[src/rtl/mcu_dmaseq.sv]
// mcu_dmaseq -- multi-channel DMA address sequencer for the MCU memory-slot
// scheduler. N DMA channels and the DRAM refresh share one bus-slot strobe.
// Every REFRESH_EVERY-th slot is reserved for refresh. All other slots go to
// the pending channels under round-robin arbitration. Each granted slot
// produces one registered word address on the following cycle.
//
// Ports
//   clk         system clock, rising edge
//   res         synchronous reset, active-high
//   slot        one-clk strobe: a bus slot is available this cycle
//   req         per-channel one-clk request pulse
//   cfg_we      config write strobe
//   cfg_ch      target channel (values >= CHANNELS are ignored)
//   cfg_sel     0=start, 1=end, 2=ctrl {repeat, enable}, 3 ignored
//   cfg_data    config write data
//   addr        registered slot address (holds between slots)
//   addr_valid  one-clk pulse: addr is a DMA address
//   addr_ch     channel that owns addr
//   refresh     one-clk pulse: addr is a refresh row address
//   frame_int   per-channel one-clk end-of-frame pulse
//   busy        per-channel enable state
//   overrun     per-channel sticky request overrun, cleared by a ctrl write
module mcu_dmaseq #(
   parameter int CHANNELS      = 2,
   parameter int AW            = 21,
   parameter int REFRESH_EVERY = 4,
   parameter int RW            = 8
) (
   input  logic                clk,
   input  logic                res,
   input  logic                slot,
   input  logic [CHANNELS-1:0] req,
   input  logic                cfg_we,
   input  logic [2:0]          cfg_ch,
   input  logic [1:0]          cfg_sel,
   input  logic [AW-1:0]       cfg_data,
   output logic [AW-1:0]       addr,
   output logic                addr_valid,
   output logic [2:0]          addr_ch,
   output logic                refresh,
   output logic [CHANNELS-1:0] frame_int,
   output logic [CHANNELS-1:0] busy,
   output logic [CHANNELS-1:0] overrun
);

   localparam int SCW = $clog2(REFRESH_EVERY);
   localparam logic [SCW-1:0] SC_LAST = SCW'(REFRESH_EVERY - 1);

   logic [AW-1:0]       start_r [CHANNELS];
   logic [AW-1:0]       end_r   [CHANNELS];
   logic [AW-1:0]       cnt_r   [CHANNELS];
   logic [AW-1:0]       cnt_nxt [CHANNELS];
   logic [CHANNELS-1:0] at_end;
   logic [CHANNELS-1:0] en_r;
   logic [CHANNELS-1:0] rep_r;
   logic [CHANNELS-1:0] pend_r;
   logic [CHANNELS-1:0] ovr_r;

   logic [SCW-1:0]      sc;
   logic [RW-1:0]       row;
   logic [2:0]          last_grant;

   logic [CHANNELS-1:0] wr_start;
   logic [CHANNELS-1:0] wr_end;
   logic [CHANNELS-1:0] wr_ctrl;
   logic [CHANNELS-1:0] dis_now;
   logic [7:0]          elig;
   logic [3:0]          cand;
   logic                grant_any;
   logic [2:0]          grant_ch;
   logic                slot_is_ref;
   logic                do_grant;
   logic [CHANNELS-1:0] gsel;

   // Config decode and per-channel counter lookahead.
   always_comb begin
      wr_start = '0;
      wr_end   = '0;
      wr_ctrl  = '0;
      dis_now  = '0;
      at_end   = '0;
      for (int c = 0; c < CHANNELS; c++) begin
         cnt_nxt[c] = cnt_r[c] + 1'b1;
         at_end[c]  = (cnt_nxt[c] == end_r[c]);
         if (cfg_we && (cfg_ch == 3'(c))) begin
            wr_start[c] = (cfg_sel == 2'd0);
            wr_end[c]   = (cfg_sel == 2'd1);
            wr_ctrl[c]  = (cfg_sel == 2'd2);
         end
         // A disable write kills any grant to that channel in the same cycle.
         dis_now[c] = wr_ctrl[c] && !cfg_data[0];
      end
   end

   // A request in the current cycle makes a channel eligible immediately,
   // so a req and a slot arriving together can be granted at once.
   always_comb begin
      elig = '0;
      elig[CHANNELS-1:0] = en_r & (pend_r | req) & ~dis_now;
   end

   // Round-robin search starting one past the last granted channel.
   always_comb begin
      grant_any = 1'b0;
      grant_ch  = last_grant;
      cand      = '0;
      for (int i = 1; i <= CHANNELS; i++) begin
         cand = {1'b0, last_grant} + 4'(i);
         if (cand >= 4'(CHANNELS)) begin
            cand = cand - 4'(CHANNELS);
         end
         if (!grant_any && elig[cand[2:0]]) begin
            grant_any = 1'b1;
            grant_ch  = cand[2:0];
         end
      end
   end

   assign slot_is_ref = slot && (sc == SC_LAST);
   assign do_grant    = slot && !slot_is_ref && grant_any;

   always_comb begin
      gsel = '0;
      for (int c = 0; c < CHANNELS; c++) begin
         gsel[c] = do_grant && (grant_ch == 3'(c));
      end
   end

   assign busy    = en_r;
   assign overrun = ovr_r;

   always_ff @(posedge clk) begin
      if (res) begin
         addr       <= '0;
         addr_valid <= 1'b0;
         addr_ch    <= '0;
         refresh    <= 1'b0;
         frame_int  <= '0;
         sc         <= '0;
         row        <= '0;
         last_grant <= 3'(CHANNELS - 1);
         en_r       <= '0;
         rep_r      <= '0;
         pend_r     <= '0;
         ovr_r      <= '0;
         for (int c = 0; c < CHANNELS; c++) begin
            start_r[c] <= '0;
            end_r[c]   <= '0;
            cnt_r[c]   <= '0;
         end
      end else begin
         addr_valid <= 1'b0;
         refresh    <= 1'b0;
         frame_int  <= '0;

         if (slot) begin
            sc <= (sc == SC_LAST) ? '0 : sc + 1'b1;
         end

         if (slot_is_ref) begin
            addr    <= AW'(row);
            row     <= row + 1'b1;
            refresh <= 1'b1;
         end

         if (do_grant) begin
            addr_valid <= 1'b1;
            addr_ch    <= grant_ch;
            last_grant <= grant_ch;
         end

         for (int c = 0; c < CHANNELS; c++) begin
            if (gsel[c]) begin
               addr      <= cnt_r[c];
               // A fresh req arriving with its own grant stays queued.
               pend_r[c] <= req[c];
               if (at_end[c]) begin
                  frame_int[c] <= 1'b1;
                  if (rep_r[c]) begin
                     cnt_r[c] <= start_r[c];
                  end else begin
                     en_r[c]   <= 1'b0;
                     pend_r[c] <= 1'b0;
                  end
               end else begin
                  cnt_r[c] <= cnt_nxt[c];
               end
            end else if (en_r[c] && req[c]) begin
               if (pend_r[c]) begin
                  ovr_r[c] <= 1'b1;
               end
               pend_r[c] <= 1'b1;
            end

            if (wr_start[c]) begin
               start_r[c] <= cfg_data;
            end
            if (wr_end[c]) begin
               end_r[c] <= cfg_data;
            end

            // Ctrl writes land after the grant update so the stored value
            // wins; the grant itself already used the old registers.
            if (wr_ctrl[c]) begin
               rep_r[c] <= cfg_data[1];
               ovr_r[c] <= 1'b0;
               if (cfg_data[0]) begin
                  if (!en_r[c]) begin
                     en_r[c]   <= 1'b1;
                     cnt_r[c]  <= start_r[c];
                     pend_r[c] <= 1'b0;
                  end
               end else begin
                  en_r[c]   <= 1'b0;
                  pend_r[c] <= 1'b0;
               end
            end
         end
      end
   end

endmodule

[config.mk]
export PLATFORM = sky130hd
export DESIGN_NAME = mcu_dmaseq
export DESIGN_NICKNAME = d
export VERILOG_FILES = /design/src/rtl/mcu_dmaseq.sv
export SDC_FILE = /design/constraint.sdc
export NUM_CORES = 1
export LEC_CHECK = 0
export CAP_MARGIN = 0
export CORE_MARGIN = 2
export CORE_UTILIZATION = 64
export CTS_CLUSTER_DIAMETER = 120
export DETAILED_ROUTE_END_ITERATION = 8
export PLACE_DENSITY = 0.86
export SLEW_MARGIN = 20
export SYNTH_ARGS = -nofsm -noshare
export SYNTH_HDL_FRONTEND = slang
export SYNTH_SLANG_ARGS = --single-unit
[constraint.sdc]
create_clock -name clk -period 9.2 [get_ports clk]
set_input_delay 0.92 -clock clk [delete_from_list [all_inputs] [get_ports clk]]
set_output_delay 0.92 -clock clk [all_outputs]
set_load 0.05 [all_outputs]
==> results of run 1 <==
-- cells by family (layout without fill, tap and decap cells) --
family	after synthesis	after routing	synth area share
buffers and inverters	89	144	0.0414
AO/OA/AOI/OAI	145	145	0.120
XOR/XNOR	85	85	0.0930
multiplexers	26	26	0.0282
adder cells (fa/ha/maj)	10	10	0.0136
AND/OR/NAND/NOR	328	328	0.191
flip-flops	173	173	0.513
-- layer usage --
metal | routed length [um] | track usage | share of wire
met5 | 0 | 0 | 0
met3 | 2410 | 0.0696 | 0.095
met1 | 10500 | 0.482 | 0.41
met4 | 677 | 0.117 | 0.027
met2 | 11800 | 0.537 | 0.47
-- report_power, final --
part,internal (mW),switching [mW]
sequential,0.866,0.0348
combinational,0.0518,0.0658
clock,0.419,0.312
-- worst min path at each step --
| stage | start | endpoint | slack [ns] | cells past startpoint |
|---|---|---|---|---|
| finish | addr_ch[0] | addr_ch[0] | 0.47 | 2 |
| global route | addr_ch[0] | addr_ch[0] | 0.50 | 2 |
| CTS | addr_ch[0] | addr_ch[0] | 0.48 | 2 |
| detailed placement | addr_ch[0] | addr_ch[0] | 0.47 | 2 |
| global placement | addr_ch[0] | addr_ch[0] | 0.45 | 2 |
| floorplan | row[7] | row[7] | 0.46 | 2 |
-- state kept, by name, indices dropped and copies added, names as in the netlist --
name	cells
cnt_r	42
end_r	42
start_r	42
addr	21
row	8
addr_ch	3
busy	2
frame_int	2
overrun	2
pend_r	2
rep_r	2
sc	2
addr_valid	1
last_grant	1
refresh	1
-- synthesized netlist by cell type, types with 3 or more instances --
library cell	n
nand2_1	55
and4_1	3
xnor3_1	6
buf_4	5
nor2b_1	16
a2111oi_0	3
xor2_1	37
a221oi_1	4
dfxtp_1	47
a21oi_1	18
nor3_1	20
o2bb2ai_1	20
nor4_1	10
and3_1	10
o31ai_1	4
a211oi_1	11
nor4b_1	6
inv_1	38
o21ai_0	24
a311oi_1	10
xnor2_1	40
ha_1	10
nor3b_1	5
clkbuf_1	30
nand4_1	22
nand3_1	25
nor2_1	80
edfxtp_1	126
o22ai_1	3
buf_2	9
and2_1	47
a21o_1	3
a222oi_1	13
or3_1	8
mux2i_1	26
-- metrics by stage --
stage	util	power (mW)	area (um^2)
6_report	0.753	1.75	10500
5_1_grt	0.753	1.79	10500
4_1_cts	0.752	1.75	10500
3_5_place_dp	0.709	1.03	9920
3_3_place_gp	0.709	1.03	9920
2_1_floorplan	-	0.978	9220
-- cells in the final DEF, fill, tap and decap left out, types with 5 or more instances in the layout --
master / synthesis / layout
xnor2_1: 40 / 40
xnor3_1: 6 / 6
nand2_1: 55 / 55
a211oi_1: 11 / 11
a311oi_1: 10 / 10
nor4b_1: 6 / 6
nor2_1: 80 / 80
clkdlybuf4s50_1: 0 / 62
xor2_1: 37 / 37
a21oi_1: 18 / 17
mux2i_1: 26 / 26
clkbuf_16: 0 / 17
nor2b_1: 16 / 16
nor3b_1: 5 / 5
and3_1: 10 / 10
inv_1: 38 / 38
and2_1: 47 / 47
o2bb2ai_1: 20 / 20
a222oi_1: 13 / 13
or3_1: 8 / 8
ha_1: 10 / 10
dfxtp_1: 47 / 47
buf_4: 5 / 10
nand4_1: 22 / 22
o21ai_0: 24 / 19
nand3_1: 25 / 25
nor4_1: 10 / 10
nor3_1: 20 / 20
edfxtp_1: 126 / 126
-- worst min-delay path, delay by kind of cell (launching register included) --
kind	cells	cell delay, ns
AOI/OAI and AO/OA	1	0.05
buffers and inverters	1	0.05
DFF	1	0.32
-- cell type report --
cell class                      count  area, um^2
Tap cell                          180         225
Clock inverter                     11         134
Clock buffer                       21         460
Inverter                           39         146
Sequential cell                   173        4720
Timing Repair Buffer               73         701
Fill cell                         929        3460
Multi-Input combinational cell    594        4140
==> key figures, run 1 <==
Synth
  • Asr flop ratio synth: 0
  • Avg Cell Area, Syn: 10.8 um^2
  • Cell types occupying the most area after synthesis: edfxtp_1 (41%), dfxtp_1 (10%), xnor2_1 (3.8%)
  • Syn nets: 898
  • Synth Cell Area: 9220 um^2
  • Ys flop type: edfxtp_1
  • Top-area cell type share of the netlist area: 0.410
  • Largest area contributor in the netlist: edfxtp_1
  • Register area share after synthesis: 0.513
  • Yosys cell types: 80
  • Synth warn: 0
  • Synth Instances: 856
  • Number of synthesized flops with an enable pin: 126
  • Number of synthesized register bits: 173

Worst setup path
  • Cell count of the worst reg-to-reg path: 9
  • Setup crit start: cfg_ch[1]
  • Worst reg2reg endpoint: cnt_r[1][5]
  • Worst path bufs/invs: 2
  • WP data required: 9.32 ns
  • Crit path to: cnt_r[0][15]
  • Crit path launch type: input port
  • Slowest library cell on the worst path: o21ai_1
  • Start of the worst register-to-register path: cnt_r[1][0]
  • CP top delay family: compound AO/OA/AOI/OAI gates
  • Max FO, Critical Path: 21
  • WS Path Type: in2reg
  • Crit path DAT: 4.59 ns
  • Critical path endpoint category: register
  • Slowest stage delay, CP: 0.66 ns
  • Critical path depth: 9
  • Reg2reg setup slack: 5.04 ns
  • Cells along the critical path: clkdlybuf4s50_1, nor4b_1, nand3_1, o221a_2, a21oi_1, o211a_1, nor2_1, o21ai_1, buf_4

Drt
  • Total wire length: 25300 um
  • Routed Antenna Nets: 0
  • Via density: 6.73
  • DRT iter0 DRCs: 1194
  • Router iterations before antenna repair: 5
  • Vias: 7339
  • Wire per inst: 23.2 um
  • Drc violations: 0

Worst hold path
  • Min-Delay Path Class: reg2reg

Clocking
  • TritonCTS clock tree: done
  • Root Driver: clkbuf_16
  • PostCTS Resize Cnt: 0
  • Max Buffers Root-to-Sink: 2
  • Total CTS buffers: 17
  • H-tree depth: 4
  • Setup Buffers After CTS: 0
  • Clk sink count: 173
  • Clock latency on the worst-skew pair: 0.43 ns
  • Hold-fix buffers, CTS: 0
  • Clock-pin slew on the worst setup and hold paths: 0.07 ns

Final layout
  • Non-Filler Instances: 1091
  • Area Growth Syn to Fin: 14.2%
  • Fraction of layout cells with a size suffix above 1: 0.0681
  • Nets: 940
  • # diodes: 0

Timing
  • Hold_ws: 0.472 ns
  • Final Hold Viols: 0
  • Final setup fails: 0
  • Final Slew Violations: 0
  • F_max: 0.224 GHz
  • Final worst setup slack: 4.73 ns
  • Worst Tran Pin Value: 0.980 ns
  • Setup TNS: 0 ns
  • Clock Skew: 0.0125 ns
  • RSZ-0062 raised after global routing: no
  • Final min period: 4.47 ns
  • Final Cycle Share: 0.486
  • Slew margin rel.: 0.347

Floorplan
  • Die ar.: 15400 um^2
  • Die Wd: 124 um
  • Io pins: 64
  • FP Rows: 43
  • Core area: 14000 um^2
  • Die H: 124 um
  • Initial Util: 0.659

GRT
  • First-pass GRT wire length: 38700 um
  • GRT overflow: 0
  • Vias in the first global route: 6829
  • Antenna violations before repair: 1
  • Pin count of the biggest net entering global routing: 50
  • GRT Util Overall: 0.344

Flow run
  • Max_cap viols: 0

Outcome
  • Status: finished, final reports clean

Placement
  • Port-buffer cells: 63
  • Placed Cells: 1059
  • Setup WS pre-CTS: 4.37 ns
  • RD Place Congestion: 0.950
  • DP Wirelength: 18400 um

Pwr
  • P per Cell Area: 166 nW/um^2
  • Peak VDD IR: 0.172 mV
  • Leak pwr: 3.90 nW
Power figures use the tool's default switching activity.
==> run 2: changes to the inputs <==
- CORE_UTILIZATION: 64 -> 54
- PLACE_DENSITY: 0.86 -> 0.77
- clock period: 9.2 -> 3.7 ns (I/O delays scaled with it)
==> key figures, run 2 (synthesis results as in run 1) <==
Drt
  • Vias: 7226
  • Drc violations: 0
  • Wire per inst: 22.0 um
  • Routed Antenna Nets: 0
  • Via density: 6.19
  • Router iterations before antenna repair: 5
  • DRT iter0 DRCs: 905
  • Total wire length: 25700 um

Timing
  • Final Slew Violations: 0
  • Setup TNS: 0 ns
  • Clock Skew: 0.0106 ns
  • Hold_ws: 0.452 ns
  • Final Cycle Share: 0.937
  • Final setup fails: 0
  • Worst Tran Pin Value: 0.896 ns
  • F_max: 0.288 GHz
  • Slew margin rel.: 0.403
  • Final min period: 3.47 ns
  • RSZ-0062 raised after global routing: no
  • Final Hold Viols: 0

Clocking
  • PostCTS Resize Cnt: 0
  • Total CTS buffers: 17
  • Max Buffers Root-to-Sink: 2
  • Clock latency on the worst-skew pair: 0.44 ns
  • Clk sink count: 173
  • H-tree depth: 4
  • Root Driver: clkbuf_16
  • Hold-fix buffers, CTS: 0
  • Setup Buffers After CTS: 0
  • TritonCTS clock tree: done
  • Clock-pin slew on the worst setup and hold paths: 0.07 ns

Worst hold path
  • Min-Delay Path Class: in2reg

Floorplan
  • Die H: 135 um
  • FP Rows: 47
  • Die ar.: 18100 um^2
  • Core area: 16600 um^2
  • Initial Util: 0.554
  • Io pins: 64
  • Die Wd: 135 um

Placement
  • RD Place Congestion: 0.978
  • Port-buffer cells: 63
  • DP Wirelength: 18500 um

Worst setup path
  • Max FO, Critical Path: 20
  • WP data required: 3.89 ns
  • Reg2reg setup slack: 0.23 ns
  • Crit path launch type: register
  • Critical path endpoint category: register
  • WS Path Type: reg2reg
  • Crit path DAT: 3.66 ns

GRT
  • First-pass GRT wire length: 38900 um
  • Vias in the first global route: 6795
  • GRT overflow: 0
  • GRT Util Overall: 0.291
  • Antenna violations before repair: 0
  • Pin count of the biggest net entering global routing: 49

Final layout
  • Fraction of layout cells with a size suffix above 1: 0.107
  • Area Growth Syn to Fin: 18.7%
  • Nets: 976
  • Top flop regs: cnt_r x42, end_r x42, start_r x42
  • Most frequent cells in the layout: edfxtp_1 (126), nor2_1 (80), clkdlybuf4s50_1 (62)
  • Commonest non-fill, non-tap cell in the layout: edfxtp_1
  • # diodes: 0

Pwr
  • Leak pwr: 4.13 nW
  • Sw Pwr: 1.05 mW
  • Share of power burned in registers: 0.494
  • Peak VDD IR: 0.331 mV
  • Power Total: 4.51 mW
  • P per Cell Area: 412 nW/um^2
  • Int Pwr: 3.46 mW
  • Sw frac: 0.233
  • Clock Power Share: 0.436
  • Combinational power share: 0.070

Flow run
  • Max_cap viols: 0

Outcome
  • Status: finished, final reports clean
[run 2: changes by cell type in the layout (fill, tap and decap cells not counted), moves of 2 or more]
cell and change:
buf_12 +2, buf_4 +34, bufinv_16 +2, clkbuf_1 -2, clkinv_4 +5, clkinvlp_4 -4, inv_6 -2, nor4_1 -2
nor4_2 +2
[run 2: per-stage QoR]
step	util	worst slack (ns)	cells	area (um^2)
6_report	0.658	0.232	1167	10900
2_1_floorplan	-	0.194	856	9220
3_3_place_gp	0.617	0.202	1135	10300
3_5_place_dp	0.617	0.199	1135	10300
4_1_cts	0.656	0.194	1167	10900
5_1_grt	0.658	0.0848	1167	10900
[run 2: power by group through the flow]
| stage | logic, mW | registers (mW) | clock network (mW) |
|---|---|---|---|
| 6_report | 0.314 | 2.23 | 1.96 |
| 3_3_place_gp | 0.306 | 2.26 | 0 |
| 2_1_floorplan | 0.195 | 2.24 | 0 |
| 3_5_place_dp | 0.306 | 2.27 | 0 |
| 4_1_cts | 0.310 | 2.22 | 1.97 |
| 5_1_grt | 0.337 | 2.23 | 2.05 |
[run 2: final timing paths]
kind | from | end | depth (start not counted)
max reg2reg | cnt_r[1][0] | cnt_r[1][7] | 12
min reg2reg | addr_ch[0] | addr_ch[0] | 2
min | res | last_grant[0] | 3
max | cnt_r[1][0] | cnt_r[1][7] | 12
[run 2: routing by layer]
| layer | global-route usage | routed length [um] | vias to the layer above |
|---|---|---|---|
| met5 | 0 | 0 | - |
| met3 | 0.0747 | 2120 | 61 |
| met1 | 0.402 | 11100 | 3510 |
| met2 | 0.447 | 11800 | 325 |
| met4 | 0.106 | 760 | 0 |
| li1 | - | - | 3330 |
[run 2: cell type report]
type,instances,area [um^2]
flip-flops and latches,173,4720
multi-input cells,594,4150
inverters,39,146
well taps,220,275
clock buffers,18,439
clock inverters,14,211
fillers,1294,5700
repair buffers,109,996
[run 2: critical path, cell delays in order (launching register included)]
cell	delay [ns]
edfxtp_1	0.44
ha_1	0.25
nand4_2	0.27
or3_1	0.52
and3b_1	0.22
a221oi_1	0.24
o2111a_1	0.25
nand4_1	0.19
buf_4	0.22
nand2_1	0.15
nor2_1	0.06
buf_4	0.24
o2bb2ai_1	0.15
